--- src/rtl/clk_freq_div_pkg.sv ---
// ---------------------------------------------------------------------------
// clk_freq_div_pkg
// Sizing helpers shared by the fractional clock divider and its benches.
//   acc_width       : phase accumulator width for a given frequency pair
//   half_period_min : shortest o_clk half-period in input clock cycles
//   half_period_max : longest o_clk half-period in input clock cycles
//   cnt_width       : width of a counter able to hold half_period_max
// ---------------------------------------------------------------------------
package clk_freq_div_pkg;

    // Accumulator must hold acc + INC, which is always below MOD + INC.
    function automatic int unsigned acc_width(input int unsigned input_freq,
                                              input int unsigned output_freq);
        return unsigned'($clog2(input_freq + 2 * output_freq)) + 32'd1;
    endfunction

    // floor(MOD / INC)
    function automatic int unsigned half_period_min(input int unsigned input_freq,
                                                    input int unsigned output_freq);
        return input_freq / (2 * output_freq);
    endfunction

    // ceil(MOD / INC)
    function automatic int unsigned half_period_max(input int unsigned input_freq,
                                                    input int unsigned output_freq);
        return (input_freq + 2 * output_freq - 32'd1) / (2 * output_freq);
    endfunction

    // Counter width covering 0 .. half_period_max
    function automatic int unsigned cnt_width(input int unsigned input_freq,
                                              input int unsigned output_freq);
        return unsigned'($clog2(half_period_max(input_freq, output_freq) + 32'd1)) + 32'd1;
    endfunction

endpackage : clk_freq_div_pkg

--- src/rtl/clk_freq_div.sv ---
// ---------------------------------------------------------------------------
// clk_freq_div
// Fractional (phase accumulator) divider producing a ~50% duty square wave
// o_clk in the i_clk domain. The accumulator advances by 2*p_output_freq per
// cycle and wraps modulo p_input_freq; each wrap toggles o_clk, so the long
// run frequency is exact even for non-integer division ratios.
//
// Ports
//   i_clk  : system clock, all logic on the rising edge
//   i_rst  : asynchronous active-high reset
//   o_clk  : divided square wave (registered logic signal, not a clock net)
//   o_tick : one-cycle pulse in the cycle after each rising toggle of o_clk;
//            intended as the clock enable for downstream logic
// ---------------------------------------------------------------------------
module clk_freq_div
    import clk_freq_div_pkg::*;
#(
    parameter int unsigned p_input_freq  = 50_000_000,
    parameter int unsigned p_output_freq = 115_200
) (
    input  logic i_clk,
    input  logic i_rst,
    output logic o_clk,
    output logic o_tick
);

    localparam int unsigned INC_VAL = 2 * p_output_freq;
    localparam int unsigned ACC_W   = acc_width(p_input_freq, p_output_freq);
    localparam int unsigned HP_MIN  = half_period_min(p_input_freq, p_output_freq);
    localparam int unsigned HP_MAX  = half_period_max(p_input_freq, p_output_freq);
    localparam int unsigned HP_W    = cnt_width(p_input_freq, p_output_freq);

    localparam logic [ACC_W-1:0] INC = ACC_W'(INC_VAL);
    localparam logic [ACC_W-1:0] MOD = ACC_W'(p_input_freq);

    // Half-period bounds expressed as "cycles since last toggle" minus one.
    localparam logic [HP_W-1:0] HP_MIN_M1 = HP_W'(HP_MIN - 32'd1);
    localparam logic [HP_W-1:0] HP_MAX_M1 = HP_W'(HP_MAX - 32'd1);

    // Parameter sanity checks at elaboration
    if (p_output_freq == 0) begin : g_err_out_zero
        $error("clk_freq_div: p_output_freq must be greater than zero");
    end
    if (p_input_freq == 0) begin : g_err_in_zero
        $error("clk_freq_div: p_input_freq must be greater than zero");
    end
    if (2 * p_output_freq > p_input_freq) begin : g_err_ratio
        $error("clk_freq_div: 2*p_output_freq must not exceed p_input_freq");
    end

    logic [ACC_W-1:0] acc;
    logic [ACC_W-1:0] sum_c;
    logic             wrap_c;

    // Next phase and wrap detection; acc < MOD always, so sum cannot overflow.
    always_comb begin
        sum_c  = acc + INC;
        wrap_c = (sum_c >= MOD);
    end

    // Phase accumulator plus toggle and tick flops
    always_ff @(posedge i_clk or posedge i_rst) begin
        if (i_rst) begin
            acc    <= '0;
            o_clk  <= 1'b0;
            o_tick <= 1'b0;
        end else if (wrap_c) begin
            acc    <= sum_c - MOD;
            o_clk  <= ~o_clk;
            // Tick only on the 0->1 toggle
            o_tick <= ~o_clk;
        end else begin
            acc    <= sum_c;
            o_tick <= 1'b0;
        end
    end

    // Cycles elapsed since the last toggle (or since reset release)
    logic [HP_W-1:0] hp_cnt;

    always_ff @(posedge i_clk or posedge i_rst) begin
        if (i_rst) begin
            hp_cnt <= '0;
        end else if (wrap_c) begin
            hp_cnt <= '0;
        end else begin
            hp_cnt <= hp_cnt + HP_W'(1);
        end
    end

    // A tick always accompanies a freshly risen o_clk
    a_tick_on_rise : assert property (@(posedge i_clk) disable iff (i_rst)
        o_tick |-> $rose(o_clk));

    // Every half-period lies in [floor(MOD/INC), ceil(MOD/INC)]
    a_half_period_range : assert property (@(posedge i_clk) disable iff (i_rst)
        wrap_c |-> (hp_cnt >= HP_MIN_M1) && (hp_cnt <= HP_MAX_M1));

    a_half_period_bound : assert property (@(posedge i_clk) disable iff (i_rst)
        hp_cnt <= HP_MAX_M1);

endmodule : clk_freq_div

--- config.mk ---
export PLATFORM = sky130hd
export DESIGN_NAME = clk_freq_div
export DESIGN_NICKNAME = d
export VERILOG_FILES = /design/src/rtl/clk_freq_div_pkg.sv /design/src/rtl/clk_freq_div.sv
export SDC_FILE = /design/constraint.sdc
export NUM_CORES = 1
export LEC_CHECK = 0
export BUFFER_PORTS_ARGS = -buffer_cell sky130_fd_sc_hd__buf_2
export CORE_UTILIZATION = 30
export DETAILED_ROUTE_END_ITERATION = 16
export MAX_ROUTING_LAYER = met4
export PLACE_DENSITY = 0.45
export SLEW_MARGIN = 20
export SYNTH_ARGS = -nofsm -noshare
export SYNTH_HDL_FRONTEND = slang
export SYNTH_SLANG_ARGS = --single-unit
--- constraint.sdc ---
create_clock -name i_clk -period 2.2 [get_ports i_clk]
set_input_delay 0.66 -clock i_clk [delete_from_list [all_inputs] [get_ports i_clk]]
set_output_delay 0.66 -clock i_clk [all_outputs]
set_load 0.005 [all_outputs]
# == Yosys cells after proc, flatten, opt, wreduce, memory -nomap -nowiden ==
# Index checks and enable logic that the tools add are counted.
# classes
addsub,2
n_lt_le_gt_ge,1
n_mux,2
bitwise,1
# ops
operator,count
adder 27 x 18 -> 27 bit (second input constant),1
greater-or-equal comparator 27 x 26 -> 1 bit (second input constant),1
two-way mux 27 bit,1
subtractor 27 x 26 -> 27 bit (second input constant),1
two-way mux 1 bit,1
NOT 1 bit,1
# word_totals
register_bits,29
inputBits,2
output_inout_bits,2
elab_cells,9

# == Longest topological paths before layout ==
# Gate-level depths: netlist of the first run.
# logic_depth
depth_word,3
mapped_depth,11

# == Worst setup path before layout of the first run ==
# Ideal clock, no wire load.
# synth_path
path_kind,reg-to-reg
from,reg acc[11]
to,reg acc[13]
t_arrival_ns,2.294
slack_ns,-0.234
path_stages_with_launch,10
n_path_buf,1
cell_sequence,dfrtp_1 > ha_1 > and2_1 > or4_1 > a21oi_2 > o221a_2 > a21boi_4 > buf_6 > nor4_1 > a211oi_1
# synth_via
elab_chain_len,3
elab_cells_between_ends,4
classes_between,add/sub (2); order compare (1); mux (1)
# synth_lines
item,line_no,source
"start, declared",clk_freq_div.sv:51,logic [ACC_W-1:0] acc;
"start signal, assigned",clk_freq_div.sv:68,acc <= sum_c - MOD;
"start signal, assigned",clk_freq_div.sv:73,acc <= sum_c;
adder 27 x 18 -> 27 bit *,clk_freq_div.sv:57,sum_c = acc + INC;
subtractor 27 x 26 -> 27 bit / greater-or-equal comparator 27 x 26 -> 1 bit (equally long branches),"clk_freq_div.sv:68, clk_freq_div.sv:58",
two-way mux 27 bit *,clk_freq_div.sv:67,end else if (wrap_c) begin
# Every way passes the cells marked *; elsewhere a longest branch is shown, timed or not.
# A chain may end at the register's enable or synchronous reset.

# == Worst setup path in the final report of the first run ==
# layout_path
from,reg acc[11]
to,reg acc[23]
# Same word-level chain as after synthesis.

==> results.yml, run 1 <==
run_status:
  status: "finished with violations"
  violations: "setup timing"
cells_and_area:
  finalInstanceArea_um2: 2950
  final_cell_mix: "buf_4, dfrtp_1, xnor2_1"
  fillCellCount: 553
  drive_gt1_share_pct: 52.30
  mostFrequentLayoutCell: "buf_4"
  num_antenna_cells: 0
  synthToLayoutAreaGrowth_pct: 55.75
  final_nets: 289
synth:
  synth_top_family_by_area: "simple AND/OR/NAND/NOR gates"
  synth_cell_types: 59
  synth_xor_area_share_pct: 13.80
  synthMuxAreaShare_pct: 0.5284
  synth-compound-area-share_pct: 24.83
  synth_edf_count: 0
  yosys.area_share.adder_pct: 1.982
  synthCells: 202
  netlist_top_cells_area: "dfrtp_1, xnor2_1, nor3_2"
  synth_top_area_share_pct: 29.06
  avgSynthCellArea_um2: 9.378
  syn_nets: 207
  async_flop_share_pct: 100.0
  netlist_area_um2: 1894
  synth.largest_area_cell: "dfrtp_1"
  ys_warn_count: 0
  ys_seq_area_share_pct: 29.06
  synth_ff_type: "dfrtp_1"
  yosys.area_share.simple_pct: 24.90
  ys_seq_elements: 22
worst_setup_path:
  reg2reg_depth: 8
  crit_slowest_cell: "dfrtp_2"
  crit_chain: "ha_4 > and2_4 > or4_4 > a21oi_4 > o221ai_4 > a211oi_2 > and3b_1 > xnor2_1"
  cp_max_fo: 7
  critPathMaxStageDelay_ns: 0.44
  worst_setup_path_end_kind: "register"
  crit_type: "register to register"
  cp_num_buf_inv: 0
  arrival_ns: 2.62
  r2r_start: "acc[11]"
  crit_required_ns: 2.39
  cp-start-kind: "register"
  crit_family: "simple AND/OR/NAND/NOR gates"
  reg2reg_to: "acc[23]"
  r2r_setup_slack_ns: -0.23
global_route:
  grt_pass1_wl_mm: 9.335
  grt_overflow: 0
  grt_max_degree: 23
  grtUsageTotal_pct: 19.31
  grt_pass1_vias: 1943
  antenna_found_initial: 0
placed_design:
  placed_cell_area_um2: 2680
  portBuffers: 3
  place.gp.congestion: 0.9161
  dp_hpwl_mm: 4.433
min_path:
  hold_class: "primary input to async pin"
power:
  p_int_uw: 565.7
  p_total_uw: 724.6
  p_sw_uw: 158.9
  power.share.switching_pct: 21.93
  ir_drop_mv: 0.2118
  power_frac_comb_pct: 1.5
  seqPwrFrac_pct: 55.7
  p_per_area_nw_per_um2: 245.6
  leakage_nw: 1.178
  power.clock.fraction_pct: 42.8
sta:
  finalSetupViolCount: 22
  setup_ws_ns: -0.2321
  max_freq_ghz: 0.4112
  relSlewSlack_pct: 76.42
  slew_viol_final: 0
  min_period_ns: 2.432
  period_share_pct: 110.5
  hold_slack_ns: 0.4264
  skew_ns: 0.003117
  rsz0062_at_grt: "yes"
  hold_viol: 0
  tightest_slew_ns: 0.3519
floorplanning:
  initial_core_util_pct: 31.62
  core_area_um2: 5991
  ios: 4
  die_x_um: 81.47
  rows: 28
  die-area_um2: 6637
  die_h_um: 81.47
routing:
  via_per_inst: 5.212
  finalWirelength_mm: 5.723
  first_pass_iters: 4
  detail_route.wl_per_cell_um: 15.99
  initialDrtViolationCount: 80
  vias: 1866
  drtAntennaViolNets: 0
  drc: 0
clock_tree:
  cts_made_buffers: 3
  cts_root_buf: "clkbuf_8"
  cts_sinks: 22
  worstSkewPairLatency_ns: 0.27
  cts_tree: "yes"
  clockBufferDepth: 2
  htreeDepth: 1
  clk_pin_slew_ns: 0.09
job:
  maxCapViolations: 0
-- cell families (layout without fill, tap and decap cells) --
family | count (synthesis) | in the layout
flip-flops | 22 | 22
adder cells (fa/ha/maj) | 3 | 3
AND/OR/NAND/NOR | 73 | 73
XOR/XNOR | 29 | 29
multiplexers | 1 | 1
buffers and inverters | 18 | 99
AO/OA/AOI/OAI | 56 | 56
-- layer usage --
metal / routed length [um] / share of wire (%) / GRT usage (%) / up-vias
li1: - / - / - / 920
met1: 2649 / 46 / 23.86 / 913
met2: 2863 / 50 / 32.83 / 27
met3: 153 / 2.7 / 2.778 / 6
met4: 57 / 1.0 / 5.000 / 0
met5: 0 / 0 / - / -
-- power by group through the flow --
stage	Combinational (mW)	Sequential [mW]	Clock, mW
2_1_floorplan	0.00603	0.412	0
3_3_place_gp	0.0117	0.412	0
3_5_place_dp	0.0119	0.412	0
4_1_cts	0.0119	0.404	0.317
5_1_grt	0.0127	0.404	0.327
6_report	0.0108	0.404	0.310
-- cells in the mapped netlist (2+ instances only) --
master and instances:
and2_1 5, nor3_1 5, a211oi_1 5, or3_1 2, nand2b_1 4, nand3b_1 2
inv_1 7, nand4_1 4, a21oi_1 6, dfrtp_1 22, xor2_1 8, ha_1 3
o21a_1 6, buf_2 8, nor3_2 9, and3b_1 2, buf_4 2, nor4_1 4
nand3_1 8, nor2_1 8, o221ai_1 2, a221o_1 2, o22ai_1 2, xnor2_1 20
nand4b_1 2, a41oi_1 2, nand2_1 10, o211ai_1 2, nor2_2 2, o21ai_0 9
-- registers in the layout (all words and copies together) (netlist names) --
signal,cells
o_tick,1
acc,20
o_clk,1
-- per-stage QoR --
step                std cells  setup slack (ns)  TNS [ns]  utilization [%]
global placement          350           -0.3099    -3.730            44.74
finish                    358           -0.2321    -3.378            49.25
CTS                       357           -0.2187    -3.788            48.08
floorplan                 202          -0.04246   -0.1869                -
global route              358           -0.3137    -5.678            49.25
detailed placement        350           -0.2739    -4.028            44.74
-- worst reg2reg max path, stage by stage, from the launching register on --
cell	delay [ns]
dfrtp_2	0.44
ha_4	0.20
and2_4	0.17
or4_4	0.43
a21oi_4	0.21
o221ai_4	0.19
a211oi_2	0.36
and3b_1	0.24
xnor2_1	0.13
-- timing repair --
item | CTS | global route
endpoints found under the setup margin | 22 | 22
pin swaps | 14 | 7
buffers inserted | 3 | 1
hold buffers | 0 | 0
gates cloned | 0 | 0
gates resized for setup | 24 | 12
-- final cells by class --
cell class	count	area, um^2	area share [%]
multi-input cells	162	1541	52.25
repair buffers	88	680.7	23.07
flip-flops and latches	22	553.0	18.74
well taps	75	93.84	3.181
clock buffers	4	55.05	1.866
inverters	7	26.28	0.8906
-- worst max path at each step --
| stage | start | endpoint | slack, ns | cells after the start |
|---|---|---|---|---|
| after floorplan | acc[11] | acc[26] | -0.04 | 9 |
| after global placement | acc[11] | acc[22] | -0.31 | 10 |
| after detailed placement | acc[10] | acc[13] | -0.27 | 10 |
| after CTS | acc[11] | acc[13] | -0.22 | 10 |
| after global routing | acc[11] | acc[13] | -0.31 | 10 |
| final | acc[11] | acc[23] | -0.23 | 8 |
No activity file was read; power rests on OpenSTA's default activity.
==> run 2: changes to the inputs <==
PLACE_DENSITY = 0.43   (was 0.45)
clock period = 2.7 ns   (was 2.2 ns; I/O delays follow)
==> results.yml, run 2 (same netlist as run 1, synthesis figures left out) <==
min_path:
  hold_class: "register to register"
  timing.hold.worst.start: "o_clk"
  hold_depth: 1
power:
  p_per_area_nw_per_um2: 284.6
  leakage_nw: 0.8674
  ir_drop_mv: 0.3244
cells_and_area:
  finalInstanceArea_um2: 2307
  largest_reg_flops: 20
  num_antenna_cells: 0
  fillCellCount: 601
  multiInputGateArea_um2: 1348
  regArea_um2: 550.5
  synthToLayoutAreaGrowth_pct: 21.80
  regMostFlops: "acc"
  drive_gt1_share_pct: 30.22
  largestRegisters: "acc (20), o_clk (1), o_tick (1)"
  final_nets: 231
  final_cell_mix: "buf_4, dfrtp_1, xnor2_1"
  mostFrequentLayoutCell: "buf_4"
  finish.utilization_pct: 38.51
global_route:
  antenna_found_initial: 0
  grt_max_degree: 23
  grtUsageTotal_pct: 16.20
  grt_overflow: 0
  grt_pass1_vias: 1620
  grt_pass1_wl_mm: 7.914
placed_design:
  portBuffers: 3
  dp_hpwl_mm: 3.724
  place.gp.congestion: 0.8168
  placed_cell_area_um2: 2125
clock_tree:
  ctsHoldBuffers: 0
  cts_sinks: 22
  worstSkewPairLatency_ns: 0.27
  clockBufferDepth: 2
  htreeDepth: 1
  clk_pin_slew_ns: 0.09
  cts_made_buffers: 3
  cts_root_buf: "clkbuf_8"
  cts_tree: "yes"
run_status:
  status: "complete, no violations"
sta:
  hold_viol: 0
  slew_viol_final: 0
  skew_ns: 0.006289
  max_freq_ghz: 0.3839
  hold_slack_ns: 0.4837
  period_share_pct: 96.47
  finalSetupViolCount: 0
  relSlewSlack_pct: 68.47
  min_period_ns: 2.605
  setup_tns_ns: 0
  tightest_slew_ns: 0.4715
worst_setup_path:
  critPathLaunch: "acc[10]"
  r2r_setup_slack_ns: 0.1
  reg2reg_depth: 9
  cp_max_fo: 7
  arrival_ns: 2.79
  worst_setup_path_end_kind: "register"
  r2r_start: "acc[10]"
  crit_required_ns: 2.89
  crit_type: "register to register"
  cp-start-kind: "register"
routing:
  via_per_inst: 5.513
  detail_route.wl_per_cell_um: 16.32
  initialDrtViolationCount: 128
  first_pass_iters: 4
  drtAntennaViolNets: 0
  vias: 1654
  drc: 0
  finalWirelength_mm: 4.895
floorplanning:
  core_area_um2: 5991
  die_x_um: 81.47
  initial_core_util_pct: 31.62
  ios: 4
  rows: 28
  die_h_um: 81.47
  die-area_um2: 6637
job:
  maxCapViolations: 0
==> run 2: path summary, 6_finish.rpt <==
check                      endpoint
min                          o_tick
min reg2reg                  o_tick
max                         acc[20]
min in group asynchronous   acc[22]
max in group asynchronous   acc[17]
max reg2reg                 acc[20]
==> run 2: layout make-up <==
cell class	instances	share of cell area, %
clock buffer	3	1.790
clock inverter	1	1.302
inverter	7	1.139
multi-input combinational	162	58.41
sequential	22	23.86
tap	75	4.067
timing repair buffer	30	9.436
==> run 2: metal layers <==
layer	track usage [%]	vias to the layer above	wire length, um
li1	-	802	-
met1	21.58	818	2395
met2	25.92	32	2355
met3	2.778	2	123
met4	2.857	0	21
met5	-	-	0
==> run 2: timing repair <==
| action | CTS | global route |
|---|---|---|
| hold endpoints to repair | 0 | 0 |
| resized for setup | 1 | 17 |
| endpoints found under the setup margin | 7 | 19 |
| buffers inserted | 1 | 1 |
| pin swaps | 1 | 4 |
==> run 2: power by group <==
part           internal (mW)  switching (mW)  leakage [nW]
Sequential             0.329               0         0.279
Clock                  0.198           0.121        0.0357
Combinational        0.00158         0.00715         0.552
==> run 2: critical path: stages (launching register included) <==
cell	delay (ns)
dfrtp_1	0.39
ha_2	0.23
and2_1	0.18
or4_1	0.55
a21oi_4	0.23
o221a_2	0.27
a21boi_4	0.10
buf_4	0.18
nor3_2	0.22
xnor2_1	0.15
==> run 2: per-stage QoR <==
stage / cells / setup slack (ns) / power (mW)
floorplan: 202 / 0.2658 / 0.3406
global placement: 294 / 0.03585 / 0.3448
detailed placement: 294 / -0.01593 / 0.3451
CTS: 299 / 0.005395 / 0.6706
global route: 300 / -0.01564 / 0.6824
finish: 300 / 0.09520 / 0.6567
